[src/rtl/decoder_scan_ctrl.sv]
// Scan controller for a 2x4 decoder: steps a 2-bit select through the enabled digits,
// holding en high for PRESCALE cycles per digit with BLANK_CYC cycles of blanking between.
module decoder_scan_ctrl #(
  parameter int unsigned PRESCALE  = 4,
  parameter int unsigned BLANK_CYC = 1
) (
  input  logic       clk,
  input  logic       rst,
  input  logic       start_i,
  input  logic       stop_i,
  input  logic [3:0] digit_mask_i,
  output logic [1:0] sel_o,
  output logic       en_o,
  output logic       frame_done_o,
  output logic       busy_o
);

  localparam int DW = (PRESCALE  > 1) ? $clog2(PRESCALE + 1)  : 1;
  localparam int BW = (BLANK_CYC > 0) ? $clog2(BLANK_CYC + 1) : 1;
  localparam logic [DW-1:0] DWELL_LAST = DW'(PRESCALE - 1);
  localparam logic [BW-1:0] BLANK_LAST = BW'((BLANK_CYC == 0) ? 0 : BLANK_CYC - 1);

  typedef enum logic [1:0] {
    IDLE,
    DWELL,
    BLANK
  } state_e;

  state_e        state_q;
  logic [DW-1:0] dwell_q;
  logic [BW-1:0] blank_q;
  logic [1:0]    sel_q;
  logic          en_q;
  logic          frame_done_q;
  logic          busy_q;

  logic [1:0]    first_sel_d;
  logic [1:0]    adv_sel_d;
  logic [1:0]    cand;
  logic          adv_ok_d;
  logic          adv_wrap_d;
  logic          advance;

  // NOTE: every always_comb output gets a default first so no path leaves it unassigned
  // (which would infer a latch).
  always_comb begin
    first_sel_d = 2'd0;
    adv_sel_d   = sel_q;
    adv_ok_d    = 1'b0;
    cand        = 2'd0;
    for (int i = 3; i >= 0; i--) begin
      if (digit_mask_i[i]) first_sel_d = 2'(i);
    end
    // Walk offsets 4..1 so the nearest following set bit is written last and wins.
    for (int i = 4; i >= 1; i--) begin
      cand = sel_q + 2'(i);
      if (digit_mask_i[cand]) begin
        adv_sel_d = cand;
        adv_ok_d  = 1'b1;
      end
    end
    adv_wrap_d = (adv_sel_d <= sel_q);
    advance    = !stop_i &&
                 (((state_q == DWELL) && (dwell_q == DWELL_LAST) && (BLANK_CYC == 0)) ||
                  ((state_q == BLANK) && (blank_q == BLANK_LAST)));
  end

  // NOTE: sequential state is written only with non-blocking assignments so every
  // register sees pre-edge values of its neighbours.
  always_ff @(posedge clk) begin
    if (rst) begin
      state_q      <= IDLE;
      dwell_q      <= '0;
      blank_q      <= '0;
      sel_q        <= 2'd0;
      en_q         <= 1'b0;
      frame_done_q <= 1'b0;
      busy_q       <= 1'b0;
    end else begin
      frame_done_q <= 1'b0;
      if (advance) begin
        dwell_q <= '0;
        blank_q <= '0;
        if (adv_ok_d) begin
          state_q      <= DWELL;
          sel_q        <= adv_sel_d;
          en_q         <= 1'b1;
          busy_q       <= 1'b1;
          frame_done_q <= adv_wrap_d;
        end else begin
          state_q <= IDLE;
          en_q    <= 1'b0;
          busy_q  <= 1'b0;
        end
      end else begin
        case (state_q)
          IDLE: begin
            if (start_i && !stop_i && (digit_mask_i != 4'd0)) begin
              state_q <= DWELL;
              sel_q   <= first_sel_d;
              en_q    <= 1'b1;
              busy_q  <= 1'b1;
              dwell_q <= '0;
            end
          end
          DWELL: begin
            if (stop_i) begin
              state_q <= IDLE;
              en_q    <= 1'b0;
              busy_q  <= 1'b0;
              dwell_q <= '0;
            end else if (dwell_q == DWELL_LAST) begin
              state_q <= BLANK;
              en_q    <= 1'b0;
              dwell_q <= '0;
              blank_q <= '0;
            end else begin
              dwell_q <= dwell_q + DW'(1);
            end
          end
          BLANK: begin
            if (stop_i) begin
              state_q <= IDLE;
              busy_q  <= 1'b0;
              blank_q <= '0;
            end else begin
              blank_q <= blank_q + BW'(1);
            end
          end
          default: begin
            state_q <= IDLE;
            en_q    <= 1'b0;
            busy_q  <= 1'b0;
          end
        endcase
      end
    end
  end

  assign sel_o        = sel_q;
  assign en_o         = en_q;
  assign frame_done_o = frame_done_q;
  assign busy_o       = busy_q;

endmodule
[config.mk]
export PLATFORM = sky130hd
export DESIGN_NAME = decoder_scan_ctrl
export DESIGN_NICKNAME = d
export VERILOG_FILES = /design/src/rtl/decoder_scan_ctrl.sv
export SDC_FILE = /design/constraint.sdc
export NUM_CORES = 1
export LEC_CHECK = 0
export ABC_CLOCK_PERIOD_IN_PS = 2600
export CORE_MARGIN = 5
export CORE_UTILIZATION = 30
export DETAILED_ROUTE_END_ITERATION = 8
export SYNTH_ARGS = -nofsm -noshare
export SYNTH_HDL_FRONTEND = slang
export SYNTH_SLANG_ARGS = --single-unit
[constraint.sdc]
create_clock -name clk -period 2.6 [get_ports clk]
set_input_delay 0.39 -clock clk [delete_from_list [all_inputs] [get_ports clk]]
set_output_delay 0.39 -clock clk [all_outputs]
set_load 0.01 [all_outputs]
* Word-level counts from Yosys, hierarchy flattened
Cells that the tools add are included.
Cells by class: add/subtract/negate cells 5, $lt $le $gt $ge 5, equality and inequality tests 12, multiplexer cells 46, bitwise operators 3, reductions and logical operators 20
Operator list (number):
- two-way mux 2 bit | 16
- two-way mux 1 bit | 18
- less-than comparator 2 x 3 -> 1 bit (second input constant) | 4
- AND reduction 3 bit | 4
- two-way mux 3 bit | 3
- binary-select mux 1 bit (select 2 bit) | 4
- inequality test 2 bit (second input constant) | 4
- nonzero test 2 bit | 4
- inequality test 3 bit (second input constant) | 2
- one-hot mux 2 bit (3 select lines) | 1
- one-hot mux 3 bit (2 select lines) | 1
- adder 2 bit (second input constant) | 2
- logical AND 1 bit | 4
- inequality test 4 x 3 -> 1 bit (second input constant) | 1
- one-hot mux 1 bit (2 select lines) | 2
- AND reduction 2 bit | 2
- nonzero test 4 bit | 1
- OR reduction 2 bit | 2
- adder 3 x 1 -> 3 bit (second input constant) | 1
- equality test 3 x 2 -> 1 bit (second input constant) | 1
- inequality test 3 x 1 -> 1 bit (second input constant) | 1
- NOT 1 bit | 3
- one-hot mux 1 bit (3 select lines) | 1
- OR reduction 3 bit | 1
- 8 further kinds | 8
Word-level totals: register bits 11, bits of input ports 8, logic and storage cells 98

* Depth between registers and ports, before layout
Gate-level depths: netlist of run 1.
depth after elaboration 8, mapped depth 8, mapped depth without buffers 8

* Least setup slack after synthesis of run 1
OpenSTA, ideal clock, no wires.
path kind register -> register, start point reg sel_q[0], in the netlist sel_o[0], end point reg frame_done_q, in the netlist frame_done_o, arrival time 1.364 ns, data required time 2.485 ns, slack 1.121 ns, cell stages (with the launch flop) 7, path buffers 0, clock period less this slack 1.479 ns, cells stage by stage dfxtp_1 nand2b_1 o21ai_0 a221oi_1 ha_1 a21oi_1 nor3_1
On the way: cells in the longest elaborated chain, start to end 8, elaborated cells on any way between the ends 21, those cells by class 3 x add/sub; 1 x order compare; 15 x mux; 1 x bitwise; 1 x reduce/logical
Ends and longest elaborated chain:
- start, declared | line 32 | logic [1:0] sel_q;
- start signal, assigned | line 86 | sel_q <= adv_sel_d;
- start signal, assigned | line 100 | sel_q <= first_sel_d;
- parallel branches: the longest is 8 deep, another holds adder 2 bit
- end signal, assigned | line 89 | frame_done_q <= adv_wrap_d;
- end, declared | line 34 | logic frame_done_q;
Parallel ways; which one is timed is not known. The select of a mux whose other input is x is not followed. A chain may end at the register's enable or synchronous reset.

* Worst setup path after layout of run 1
start point in digit_mask_i[2], end point reg frame_done_q, in the netlist frame_done_o
On the way: cells in the longest elaborated chain, start to end 8, elaborated cells on any way between the ends 18, those cells by class 1 x order compare; 15 x mux; 1 x bitwise; 1 x reduce/logical
Ends and longest elaborated chain:
- start, declared | line 11 | input logic [3:0] digit_mask_i,
- binary-select mux 1 bit (select 2 bit) | line 57 | if (digit_mask_i[cand]) begin
- two-way mux 1 bit (not written as such) | line 57
- two-way mux 1 bit (4 in a row) | line 57
- NOT 1 bit (no line)
- OR reduction 3 bit (no line)
Parallel ways exist; a longest one is shown, timed or not. The select of a mux whose other input is x is not followed.

==> out/qor.txt, run 1 <==
final net count: 122
total die area: 3750 um2
Reg area: 220 um2
antenna cells: 0
cell taking the most area after synthesis: dfxtp_1
Hold Path Stages: 1
cts bufs inserted: 3
Cell variety after synth: 37
required time worst endpoint: 2.79 ns
crit path DAT: 2.10 ns
Setup WS pre-CTS: 0.450 ns
CP max FO: 6
Port Buf Inserts: 12
CTS resizes: 0
top cell type's share of synthesized area: 0.280
Ports: 13
GR Util All Layers: 0.102
first-pass GRT wire length: 2900 um
post-route cell area: 960 um2
crit-path cells: clkdlybuf4s50_1 > nand2b_1 > a21oi_1 > a221oi_1 > ha_1 > inv_1 > a21oi_1 > a21oi_1 > nor3_1
Yosys reg bits: 11
largest net degree at the start of global routing: 9
flop2flop setup slack: 0.90 ns
worst reg2reg startpoint: sel_o[0]
# setup viols final: 0
Initial Util: 0.315
most frequent cells in the layout: clkdlybuf4s50_1 (12), dfxtp_1 (11), inv_1 (9), a21oi_1 (9), nor2_1 (8)
Synth Instances: 92
layout cells sized above 1: 0.131
Worst setup EP type: register
slowest cell on the critical path: clkdlybuf4s50_1
hold path start: blank_q
Cell Rows: 18
CTS tree: done
RSZ-0062 raised after global routing: no
Achievable Freq: 0.522 GHz
clk sink count: 11
Synth Cell Area: 787 um2
Final Wtd Congestion: 0.804
Pwr per Cell Area: 444 nW/um2
Peak VDD IR: 0.204 mV
WP depth: 9
DR vias: 699
Antenna Violating Nets Remaining: 0
Final HPWL DP: 1320 um
max_slew headroom: 0.687
filler cell count: 252
post-route clock period utilization: 0.737
DRC Markers: 0
vias in the first global route: 677
most common cell after layout, fill and taps aside: clkdlybuf4s50_1
placed instance area: 933 um2
CP Launch Type: input port
via/cell ratio: 5.10
post-synthesis sequential area ratio: 0.280
H-tree depth: 1
buffer depth of the longest clock path: 2
Critical Path Max Stage Delay: 0.58 ns
synth-to-layout area growth: 21.9%
hold buffer count at CTS: 0
Skew-Pair Late Insertion Delay: 0.27 ns
Die Height: 61.2 um
CP Launch Point: digit_mask_i[2]
minimum clock period: 1.92 ns
Root Driver: clkbuf_4
Reg clk slew, reported paths: 0.08 ns
r2r worst-path depth: 8
worst path bufs/invs: 2
crit path kind: in -> reg
most used cell, CP: a21oi_1
run status: complete, no violations
Initial DRC Count: 18
post-CTS setup buffer count: 0
clk_skew: 0.00331 ns
Core ar.: 2500 um2
Max-cap violations: 0
Post-Syn Nets: 106
dominant cells by area after synthesis: dfxtp_1 (28%), ha_1 (9.5%), a21oi_1 (5.7%), inv_1 (4.3%), nand2b_1 (4.0%)
Syn. warnings: 0
TNS Setup: 0 ns
TritonRoute pass-1 iters: 4
antenna violations before repair: 0
remaining global-route overflow: 0
Syn Area/Cell: 8.55 um2
area of the multi-input gates: 522 um2
CP delay by family, top: buffers and inverters
Worst Hold Class: reg -> reg
Least-Margin Pin Slew: 0.466 ns
final worst slack: 0.683 ns
Slew Viols, Final: 0
Leak: 0.000369 uW
width of the die: 61.2 um
Fin. Hold Viols: 0
final wirelength: 1730 um
Routed wire per std cell: 12.6 um
[per-layer routing]
metal  share of wire  GRT usage  up-vias
met2            0.46      0.163        9
li1                -          -      372
met1            0.50      0.135      316
met4          0.0075     0.0372        0
met5               0          0        -
met3           0.034     0.0210        2
[metrics by stage]
step                hold WS [ns]  power, uW  cells  utilization
finish                     0.492        426    137        0.384
global route               0.503        449    137        0.384
CTS                        0.492        426    137        0.384
detailed placement         0.481        308    133        0.373
global placement           0.478        307    133        0.373
floorplan                  0.459        268     92            -
[report_power, final]
part	leakage (uW)	switching (uW)	internal, uW
logic	0.000264	61.5	60.2
registers	0.0000895	7.01	176
clock network	0.0000150	61.9	59.4
[logic make-up (layout without fill, tap and decap cells)]
| group | after synthesis | count (layout) | share of synthesized area |
|---|---|---|---|
| AOI/OAI and AO/OA | 28 | 28 | 0.254 |
| adders and majority gates | 6 | 6 | 0.0954 |
| buffers and inverters | 10 | 25 | 0.0572 |
| DFF | 11 | 11 | 0.280 |
| muxes | 3 | 3 | 0.0382 |
| and+or+nand+nor | 34 | 34 | 0.275 |
[registers in the layout, indices dropped and copies added (netlist names)]
| register | flops |
|---|---|
| busy_o | 1 |
| en_o | 1 |
| state_q | 2 |
| blank_q | 1 |
| dwell_q | 3 |
| sel_o | 2 |
| frame_done_o | 1 |
[path summary, 6_finish.rpt]
kind	to
worst min-delay path	blank_q
worst max register to register	frame_done_o
worst min register to register	blank_q
worst max-delay path	frame_done_o
[layout make-up]
class / instances / share of cell area
clock buffer: 4 / 0.0274
tap: 30 / 0.0391
timing repair buffer: 12 / 0.125
multi-input combinational: 71 / 0.544
inverter: 9 / 0.0352
sequential: 11 / 0.229
[Yosys cell counts]
master	number
dfxtp_1	11
a21oi_1	9
inv_1	9
nor2_1	8
ha_1	6
nand2b_1	5
nand2_1	4
o21ai_0	4
mux2i_1	3
o32ai_1	3
nor3_1	2
nor3b_1	2
or3_1	2
a21o_4	1
a21oi_2	1
a221oi_1	1
a311oi_1	1
a32o_2	1
and3_1	1
and4_1	1
buf_6	1
nand2_4	1
nand2b_4	1
nand3_1	1
nand3b_1	1
nor2b_1	1
nor2b_2	1
nor4_2	1
o211ai_1	1
o21a_1	1
o21ai_1	1
o21ai_2	1
o221ai_1	1
o22ai_1	1
o22ai_2	1
or3b_4	1
or4_4	1
(Power assumes the default switching activity.)
==> run 2: changes to the inputs <==
- ABC_CLOCK_PERIOD_IN_PS: 2600 -> 1820
- clock period: 2.6 -> 1.82 ns (I/O delays scaled with it)
==> out/qor.txt, run 2 (synthesis results as in run 1) <==
first-pass GRT wire length: 3180 um
worst hold margin: 0.490 ns
clk sink count: 11
layout cells sized above 1: 0.214
Int Power: 439 uW
post-route cell area: 1040 um2
Root Driver: clkbuf_4
Ports: 13
CP max FO: 5
Comb pwr share: 0.312
GR Util All Layers: 0.113
Initial DRC Count: 8
final core occ: 0.416
Die Height: 61.2 um
non-filler cells, final: 147
vias in the first global route: 751
crit path DAT: 1.81 ns
hold path start: blank_q
Least-Margin Pin Slew: 0.317 ns
Final HPWL DP: 1450 um
post-route clock period utilization: 0.888
width of the die: 61.2 um
Max-cap violations: 0
total die area: 3750 um2
crit path kind: in -> reg
Skew-Pair Late Insertion Delay: 0.26 ns
antenna cells: 0
Clock Power Share: 0.267
sequential group share of total power: 0.420
Achievable Freq: 0.619 GHz
r2r worst-path depth: 8
CP Launch Type: input port
Core ar.: 2500 um2
max reg flops: 3
worst path bufs/invs: 3
max_slew headroom: 0.788
synth-to-layout area growth: 32.3%
final wirelength: 1830 um
Reg clk slew, reported paths: 0.07 ns
Largest Register: dwell_q
Initial Util: 0.315
DRC Markers: 0
Pwr per Cell Area: 599 nW/um2
TNS Setup: 0 ns
# setup viols final: 0
worst reg2reg startpoint: sel_o[0]
placed instance area: 1010 um2
largest net degree at the start of global routing: 9
buffer depth of the longest clock path: 2
RSZ-0062 raised after global routing: no
Hold Path Stages: 1
sw frac: 0.297
run status: complete, no violations
minimum clock period: 1.62 ns
Worst setup EP type: register
slowest cell on the critical path: clkdlybuf4s50_1
Placed Instances: 143
r2r endpoint: frame_done_o
required time worst endpoint: 2.01 ns
Fin. Hold Viols: 0
Cell Rows: 18
CTS tree: done
DR vias: 746
cts bufs inserted: 3
most frequent cells in the layout: clkdlybuf4s50_1 (12), dfxtp_1 (11), buf_4 (10)
TritonRoute pass-1 iters: 4
hold endpoint: blank_q
clk_skew: 0.000582 ns
Critical Path Max Stage Delay: 0.49 ns
Port Buf Inserts: 12
filler cell count: 260
crit-path cells: clkdlybuf4s50_1 > inv_1 > o21ai_0 > a221oi_2 > ha_1 > inv_1 > a21oi_1 > a21oi_1 > nor3_1
final net count: 132
Routed wire per std cell: 12.4 um
Worst Hold Class: reg -> reg
via/cell ratio: 5.07
flop2flop setup slack: 0.22 ns
antenna violations before repair: 0
Leak: 0.000420 uW
hold buffer count at CTS: 0
Final Wtd Congestion: 0.871
Antenna Violating Nets Remaining: 0
Peak VDD IR: 0.297 mV
Slew Viols, Final: 0
Sw Pwr: 185 uW
CP delay by family, top: buffers and inverters
remaining global-route overflow: 0
H-tree depth: 1
most common cell after layout, fill and taps aside: clkdlybuf4s50_1
run 2: how the worst max path moves through the flow:
stage | from | endpoint | slack, ns | cells past startpoint
3_5_place_dp | digit_mask_i[1] | frame_done_o | -0.11 | 9
4_1_cts | digit_mask_i[1] | frame_done_o | 0.15 | 9
2_1_floorplan | sel_o[0] | frame_done_o | 0.34 | 6
6_report | digit_mask_i[1] | frame_done_o | 0.20 | 9
3_3_place_gp | digit_mask_i[2] | frame_done_o | -0.06 | 9
5_1_grt | sel_o[0] | frame_done_o | 0.02 | 8
run 2: cell type report:
| type | instances | area (um2) | area share |
|---|---|---|---|
| Clock buffer | 4 | 26.3 | 0.0252 |
| Timing Repair Buffer | 22 | 195 | 0.187 |
| Tap cell | 30 | 37.5 | 0.0361 |
| Inverter | 9 | 33.8 | 0.0325 |
| Sequential cell | 11 | 220 | 0.212 |
| Multi-Input combinational cell | 71 | 528 | 0.507 |
run 2: power by group through the flow:
stage               Clock (uW)  Sequential, uW  Combinational [uW]
floorplan                    0             269                 113
global placement             0             267                 190
detailed placement           0             267                 193
CTS                        177             262                 194
global route               185             265                 219
finish                     167             262                 195
run 2: routing by layer:
| layer | wire, um | track usage | vias to the layer above |
|---|---|---|---|
| li1 | - | - | 387 |
| met1 | 896 | 0.145 | 352 |
| met2 | 849 | 0.181 | 5 |
| met3 | 68 | 0.0252 | 2 |
| met4 | 11 | 0.0464 | 0 |
| met5 | 0 | 0 | - |
run 2: worst reg2reg max path: cells and delay by family, from the launching register on:
family,cells,cell delay (ns)
AOI/OAI and AO/OA,4,0.57
adders and majority gates,1,0.20
buffers and inverters,1,0.04
DFF,1,0.43
and+or+nand+nor,2,0.28
run 2: what timing repair did:
item                                   in CTS  in global routing
buffers inserted                            0                  0
setup endpoints to repair                   0                  1
endpoints found under the hold margin       0                  0
gates resized for setup                     0                  1
run 2: metrics by stage:
stage	setup WS [ns]	power, uW
after floorplan	0.341	382
after global placement	-0.0595	458
after detailed placement	-0.112	460
after CTS	0.154	634
after global routing	0.0233	669
final	0.204	624
==> variant 1, RTL diff (flow settings as in run 2) <==
Register the inputs `start_i`, `stop_i` and `digit_mask_i` before use. The logic sees them one clock later.
--- a/src/rtl/decoder_scan_ctrl.sv
+++ b/src/rtl/decoder_scan_ctrl.sv
@@ -28,2 +28,12 @@
 
+  logic start_q;
+  logic stop_q;
+  logic [3:0] digit_mask_q;
+
+  always_ff @(posedge clk) begin
+    start_q      <= start_i;
+    stop_q       <= stop_i;
+    digit_mask_q <= digit_mask_i;
+  end
+
   state_e        state_q;
@@ -51,3 +61,3 @@
     for (int i = 3; i >= 0; i--) begin
-      if (digit_mask_i[i]) first_sel_d = 2'(i);
+      if (digit_mask_q[i]) first_sel_d = 2'(i);
     end
@@ -56,3 +66,3 @@
       cand = sel_q + 2'(i);
-      if (digit_mask_i[cand]) begin
+      if (digit_mask_q[cand]) begin
         adv_sel_d = cand;
@@ -62,3 +72,3 @@
     adv_wrap_d = (adv_sel_d <= sel_q);
-    advance    = !stop_i &&
+    advance    = !stop_q &&
                  (((state_q == DWELL) && (dwell_q == DWELL_LAST) && (BLANK_CYC == 0)) ||
@@ -97,3 +107,3 @@
           IDLE: begin
-            if (start_i && !stop_i && (digit_mask_i != 4'd0)) begin
+            if (start_q && !stop_q && (digit_mask_q != 4'd0)) begin
               state_q <= DWELL;
@@ -106,3 +116,3 @@
           DWELL: begin
-            if (stop_i) begin
+            if (stop_q) begin
               state_q <= IDLE;
@@ -121,3 +131,3 @@
           BLANK: begin
-            if (stop_i) begin
+            if (stop_q) begin
               state_q <= IDLE;
Function: changed (Yosys sat finds a counterexample within 4 cycles, from zero or initial values and one cycle with rst high).
==> variant 1 against run 2 <==
- critical path depth fell by 3
- cell area rose by 5.5%
- setup slack got worse by 0.042 ns
- via count fell by 1.3%
- power rose by 27%
- sequential power rose by 57%
- sequential cell count rose by 6
- register-to-register slack got worse by 0.06 ns
- wire length fell by 5.7%
- first-iteration DRC count did not move
- largest power group unchanged
- cell count fell by 0.68%
- clock skew rose by 0.0057 ns
- synthesized area rose by 10%
==> variant 1: results (changes against run 2) <==
Drt:
- The count of TritonRoute iterations in the first routing pass is 4 (unchanged).
- The average routed wire per standard cell is 11.8 um (-5.0%).
- The vias per cell is 5.04 (-0.66%).
- The iteration-0 DRC count of the detailed router is 8 (unchanged).

Clock network:
- The number of buffers inserted during clock tree synthesis is 3 (unchanged).
- The later-pin clock latency in the skew report is 0.30 ns (+0.04 ns).
- The clock transition at the register clock pins on the worst setup and hold paths after CTS is 0.10 ns (+0.03 ns).
- The H-tree depth is 1 (unchanged).
- The post-CTS setup-driven buffer insertion count came to 0 (unchanged).
- The maximum buffer depth of the clock tree is 2 (unchanged).
- The root buffer cell is sky130_fd_sc_hd__clkbuf_4.

Min path:
- The launch instance of the worst min-delay path is stop_i.
- The cell depth of the worst min-delay path is 1 (unchanged).
- The worst hold path terminates at stop_q.
- The min-delay analysis places its worst path in the category input port to flip-flop.

Placed design:
- The global placer's final weighted congestion came to 0.786 (-9.7%).
- The count of buffers inserted at the top-level ports was 12 (unchanged).
- The detailed placement HPWL is 1380 um (-5.1%).
- The worst slack at placement is 0.0797 ns (+0.192 ns).

Pwr:
- The worst vdd rail ir drop is 0.386 mV (+30%).
- The leakage power came to 0.417 nW (-0.53%).

Run status:
- The run finished with clean final reports.

Global routing:
- The first-pass GRT wire length is 3000 um (-5.6%).
- The via count of the first global-routing pass was 702 (-6.5%).
- The global-route usage over all layers is 0.0934 (-0.0193).
- The initial antenna violation count is 0 (unchanged).
- The pin count of the biggest net entering global routing was 11 (+2).

STA:
- The tightest hold margin is 0.398 ns (-0.0913 ns).
- The clock skew is 0.00624 ns (+0.00566 ns).
- The headroom to the max-slew limit is 0.728 (-0.0605).

Critical path:
- The largest incremental delay on the critical path is 0.43 ns (-0.06 ns).
- In this run the critical register-to-register path is captured at sel_o[0].
- The maximum fanout along the worst path is 4 (-1).
- In this run the critical register-to-register path is launched from state_q[0].
- The worst reg-to-reg path cell count is 6 (-2).
- The data arrival time of the worst path is 1.86 ns (+0.05 ns).
- The slowest stage of the critical path belongs to the cell sky130_fd_sc_hd__or3b_1.
- The flop-to-flop setup slack is 0.16 ns (-0.06 ns).
- The family of cells with the greatest summed delay on the critical path is simple AND/OR/NAND/NOR gates.

Synth:
- Yosys attributes the largest share of cell area to sky130_fd_sc_hd__dfxtp_1 39%, sky130_fd_sc_hd__ha_1 8.7%, sky130_fd_sc_hd__nand2b_1 3.6%.
- The number of nets in the synthesized netlist is 109 (+2.8%).
- The part of the Yosys area used for sequential elements is 0.393 (+0.113).
- The share of synthesized registers carrying an async set or reset came to 0 (unchanged).
- The count of unique library cells instantiated by Yosys came to 33 (-11%).
- The commonest cells after synthesis are 17 x sky130_fd_sc_hd__dfxtp_1, 8 x sky130_fd_sc_hd__inv_1, 8 x sky130_fd_sc_hd__nor2_1.
- The number of warnings reported in the yosys synthesis log is 0 (unchanged).

Layout:
- The proportion of layout cells with a drive suffix above 1 is 0.157 (-0.0572).
- The final antenna diode count came to 0 (unchanged).
- In the final layout, the registers with the most flip-flops are digit_mask_q: 4 flops, dwell_q: 3 flops.
- The count of nets after finishing is 130 (-1.5%).
-- variant 1: cells by family (layout without fill, tap and decap cells) --
kind of cell / count (synthesis) / count (layout) / synth area share
flip-flops: 17 / 17 / 0.393
adder cells (fa/ha/maj): 6 / 6 / 0.0867
AND/OR/NAND/NOR: 34 / 34 / 0.227
buffers and inverters: 10 / 30 / 0.0448
AO/OA/AOI/OAI: 27 / 27 / 0.237
multiplexers: 1 / 1 / 0.0116
-- variant 1: worst max-delay path by stage --
stage / from / endpoint / slack [ns] / cells past startpoint
2_1_floorplan: sel_o[0] / frame_done_o / 0.20 / 8
3_3_place_gp: sel_o[0] / frame_done_o / 0.13 / 8
3_5_place_dp: sel_o[0] / frame_done_o / 0.08 / 8
4_1_cts: sel_o[0] / frame_done_o / 0.04 / 8
5_1_grt: state_q[0] / sel_o[0] / 0.01 / 6
6_report: state_q[0] / sel_o[0] / 0.16 / 6
-- variant 1: metrics by stage --
stage	cell area (um^2)	util	std cells	power [mW]
global route	1100	0.398	146	0.832
CTS	1090	0.395	146	0.795
global placement	1060	0.385	142	0.585
finish	1100	0.398	146	0.792
floorplan	866	-	95	0.521
detailed placement	1060	0.385	142	0.588
-- variant 1: repair_timing --
action                                  in CTS  in global routing
resized for setup                            0                  3
endpoints found under the hold margin        0                  0
endpoints found under the setup margin       0                  1
-- variant 1: final cells by class --
class                      instances  area (um^2)
clock inverter                     1         5.00
fill                             281         1660
sequential                        17          340
clock buffer                       3         22.5
inverter                           8         30.0
timing repair buffer              18          165
multi-input combinational         68          497
tap                               31         38.8
-- variant 1: layer usage --
layer	vias to the layer above	part of all wire	GRT usage
li1	385	-	-
met2	14	0.45	0.141
met3	5	0.054	0.0320
met5	-	0	0
met4	0	0.028	0.0623
met1	332	0.47	0.111
-- variant 1: power by group --
part / switching, mW / total (mW) / internal (mW)
registers: 0.0206 / 0.411 / 0.391
logic: 0.0814 / 0.172 / 0.0903
clock network: 0.127 / 0.209 / 0.0821
total: 0.228 / 0.792 / 0.563
==> variant 2, RTL diff (config.mk and constraints of run 2) <==
Made on the original files. `PRESCALE`: 4 -> 2.
--- a/src/rtl/decoder_scan_ctrl.sv
+++ b/src/rtl/decoder_scan_ctrl.sv
@@ -3,3 +3,3 @@
 module decoder_scan_ctrl #(
-  parameter int unsigned PRESCALE  = 4,
+  parameter int unsigned PRESCALE  = 2,
   parameter int unsigned BLANK_CYC = 1
Behaviour: not the same (a bounded check fails within 4 cycles, from zero or initial values and one cycle with rst high).
==> variant 2 against run 2 <==
- setup slack got worse by 0.048 ns
- power grew 30%
- sequential share of layout area fell by 1.8 points
- cell count down 0.68%
- sequential cell count shrank 1
- synthesized area is 5.1% lower
- wire length decreased by 2.6%
- cell area fell by 0.24%
- first-iteration DRC count up 50%
- critical path type is now flip-flop to flip-flop
- largest cell class unchanged
==> variant 2: results (changes against run 2) <==
Critical path:
- The data arrival time of the worst path was 1.83 ns (+0.02 ns).
- On the critical path, the stage with the largest delay is an instance of sky130_fd_sc_hd__or3b_4.
- The maximum fanout along the worst path was 7 (+2).
- The largest incremental delay on the critical path came to 0.40 ns (-0.09 ns).
- The worst reg-to-reg path cell count is 6 (-2).

Layout:
- The number of fill cells came to 248 (-4.6%).
- The count of nets after finishing is 131 (-0.76%).

Drt:
- The vias per cell came to 5.01 (-1.2%).
- The iteration-0 DRC count of the detailed router is 12 (+4).
- The met3 wire length came to 55 um (-19%).
- The topmost layer with routed signal wires is met3.

STA:
- The slew at the pin closest to its max-slew limit was 0.481 ns (+0.164 ns).
- The clock skew is 0.00658 ns (+0.00600 ns).

Placed design:
- The detailed placement HPWL came to 1410 um (-2.8%).
- The global placer's final weighted congestion is 0.820 (-5.8%).

Global routing:
- The global-route usage over all layers is 0.110 (-0.00300).
- The first-pass GRT wire length is 3090 um (-2.8%).
- The via count of the first global-routing pass is 736 (-2.0%).
- The pin count of the biggest net entering global routing came to 13 (+4).

Synth:
- The mean cell area of the mapped netlist is 8.39 um^2 (-1.9%).
- The part of the Yosys area used for sequential elements was 0.268 (-0.0118).
- Sorting the synthesized cells by area gives the leading types as sky130_fd_sc_hd__dfxtp_1 27%, sky130_fd_sc_hd__ha_1 8.4%, sky130_fd_sc_hd__a21oi_1 6.0%.
- The number of nets in the synthesized netlist came to 102 (-3.8%).

Run status:
- The flow ran to the end, and the final reports show no timing, DRC or antenna violations.

Pwr:
- The leakage power is 0.425 nW (+1.2%).
- The worst vdd rail ir drop came to 0.517 mV (+74%).

Min path:
- The cell depth of the worst min-delay path is 2 (+1).
==> variant 2: power by group <==
group	internal (mW)	total (mW)	switching, mW
clock	0.0763	0.151	0.0749
sequential	0.251	0.275	0.0237
combinational	0.197	0.387	0.190
==> variant 2: routing by layer <==
metal,GRT usage,vias to the layer above
met1,0.148,340
li1,-,378
met3,0.0281,0
met2,0.174,14
met4,0.0253,0
met5,0,-
==> variant 2: worst max-delay path: cells and delay by family, from the launching register on <==
| kind | cells | cell delay (ns) |
|---|---|---|
| compound gates | 2 | 0.43 |
| fa+ha+maj | 1 | 0.25 |
| buf+inv | 1 | 0.10 |
| flops | 1 | 0.31 |
| simple gates | 2 | 0.46 |
==> variant 2: through the flow <==
step | hold slack (ns) | cell area [um^2] | setup slack (ns)
global placement | 0.459 | 998 | -0.175
CTS | 0.482 | 1020 | 0.00779
global route | 0.504 | 1040 | 0.0323
floorplan | 0.431 | 747 | 0.208
detailed placement | 0.473 | 998 | -0.305
finish | 0.474 | 1040 | 0.156
==> variant 2: path summary, 6_finish.rpt <==
| path | from | to | slack, ns |
|---|---|---|---|
| worst max-delay path | state_q[0] | sel_o[0] | 0.16 |
| worst min-delay path | busy_o | busy_o | 0.47 |
| worst max register to register | state_q[0] | sel_o[0] | 0.16 |
| worst min register to register | busy_o | busy_o | 0.47 |
==> variant 2: layout make-up <==
| type | count | share of cell area |
|---|---|---|
| clock buffers | 3 | 0.0217 |
| multi-input cells | 68 | 0.493 |
| well taps | 30 | 0.0361 |
| inverters | 9 | 0.0325 |
| repair buffers | 26 | 0.223 |
| flip-flops and latches | 10 | 0.194 |
==> variant 2: what timing repair did <==
action	in CTS	in global routing
hold buffers	0	0
resized for setup	1	8
hold endpoints to repair	0	0
pin swaps	0	1
endpoints found under the setup margin	1	6
==> variant 2: logic make-up after synthesis <==
group / Yosys count / share of synthesized area
and+or+nand+nor: 33 / 0.295
AOI/OAI and AO/OA: 29 / 0.280
buffers and inverters: 11 / 0.0603
DFF: 10 / 0.268
adders and majority gates: 5 / 0.0838
muxes: 1 / 0.0134
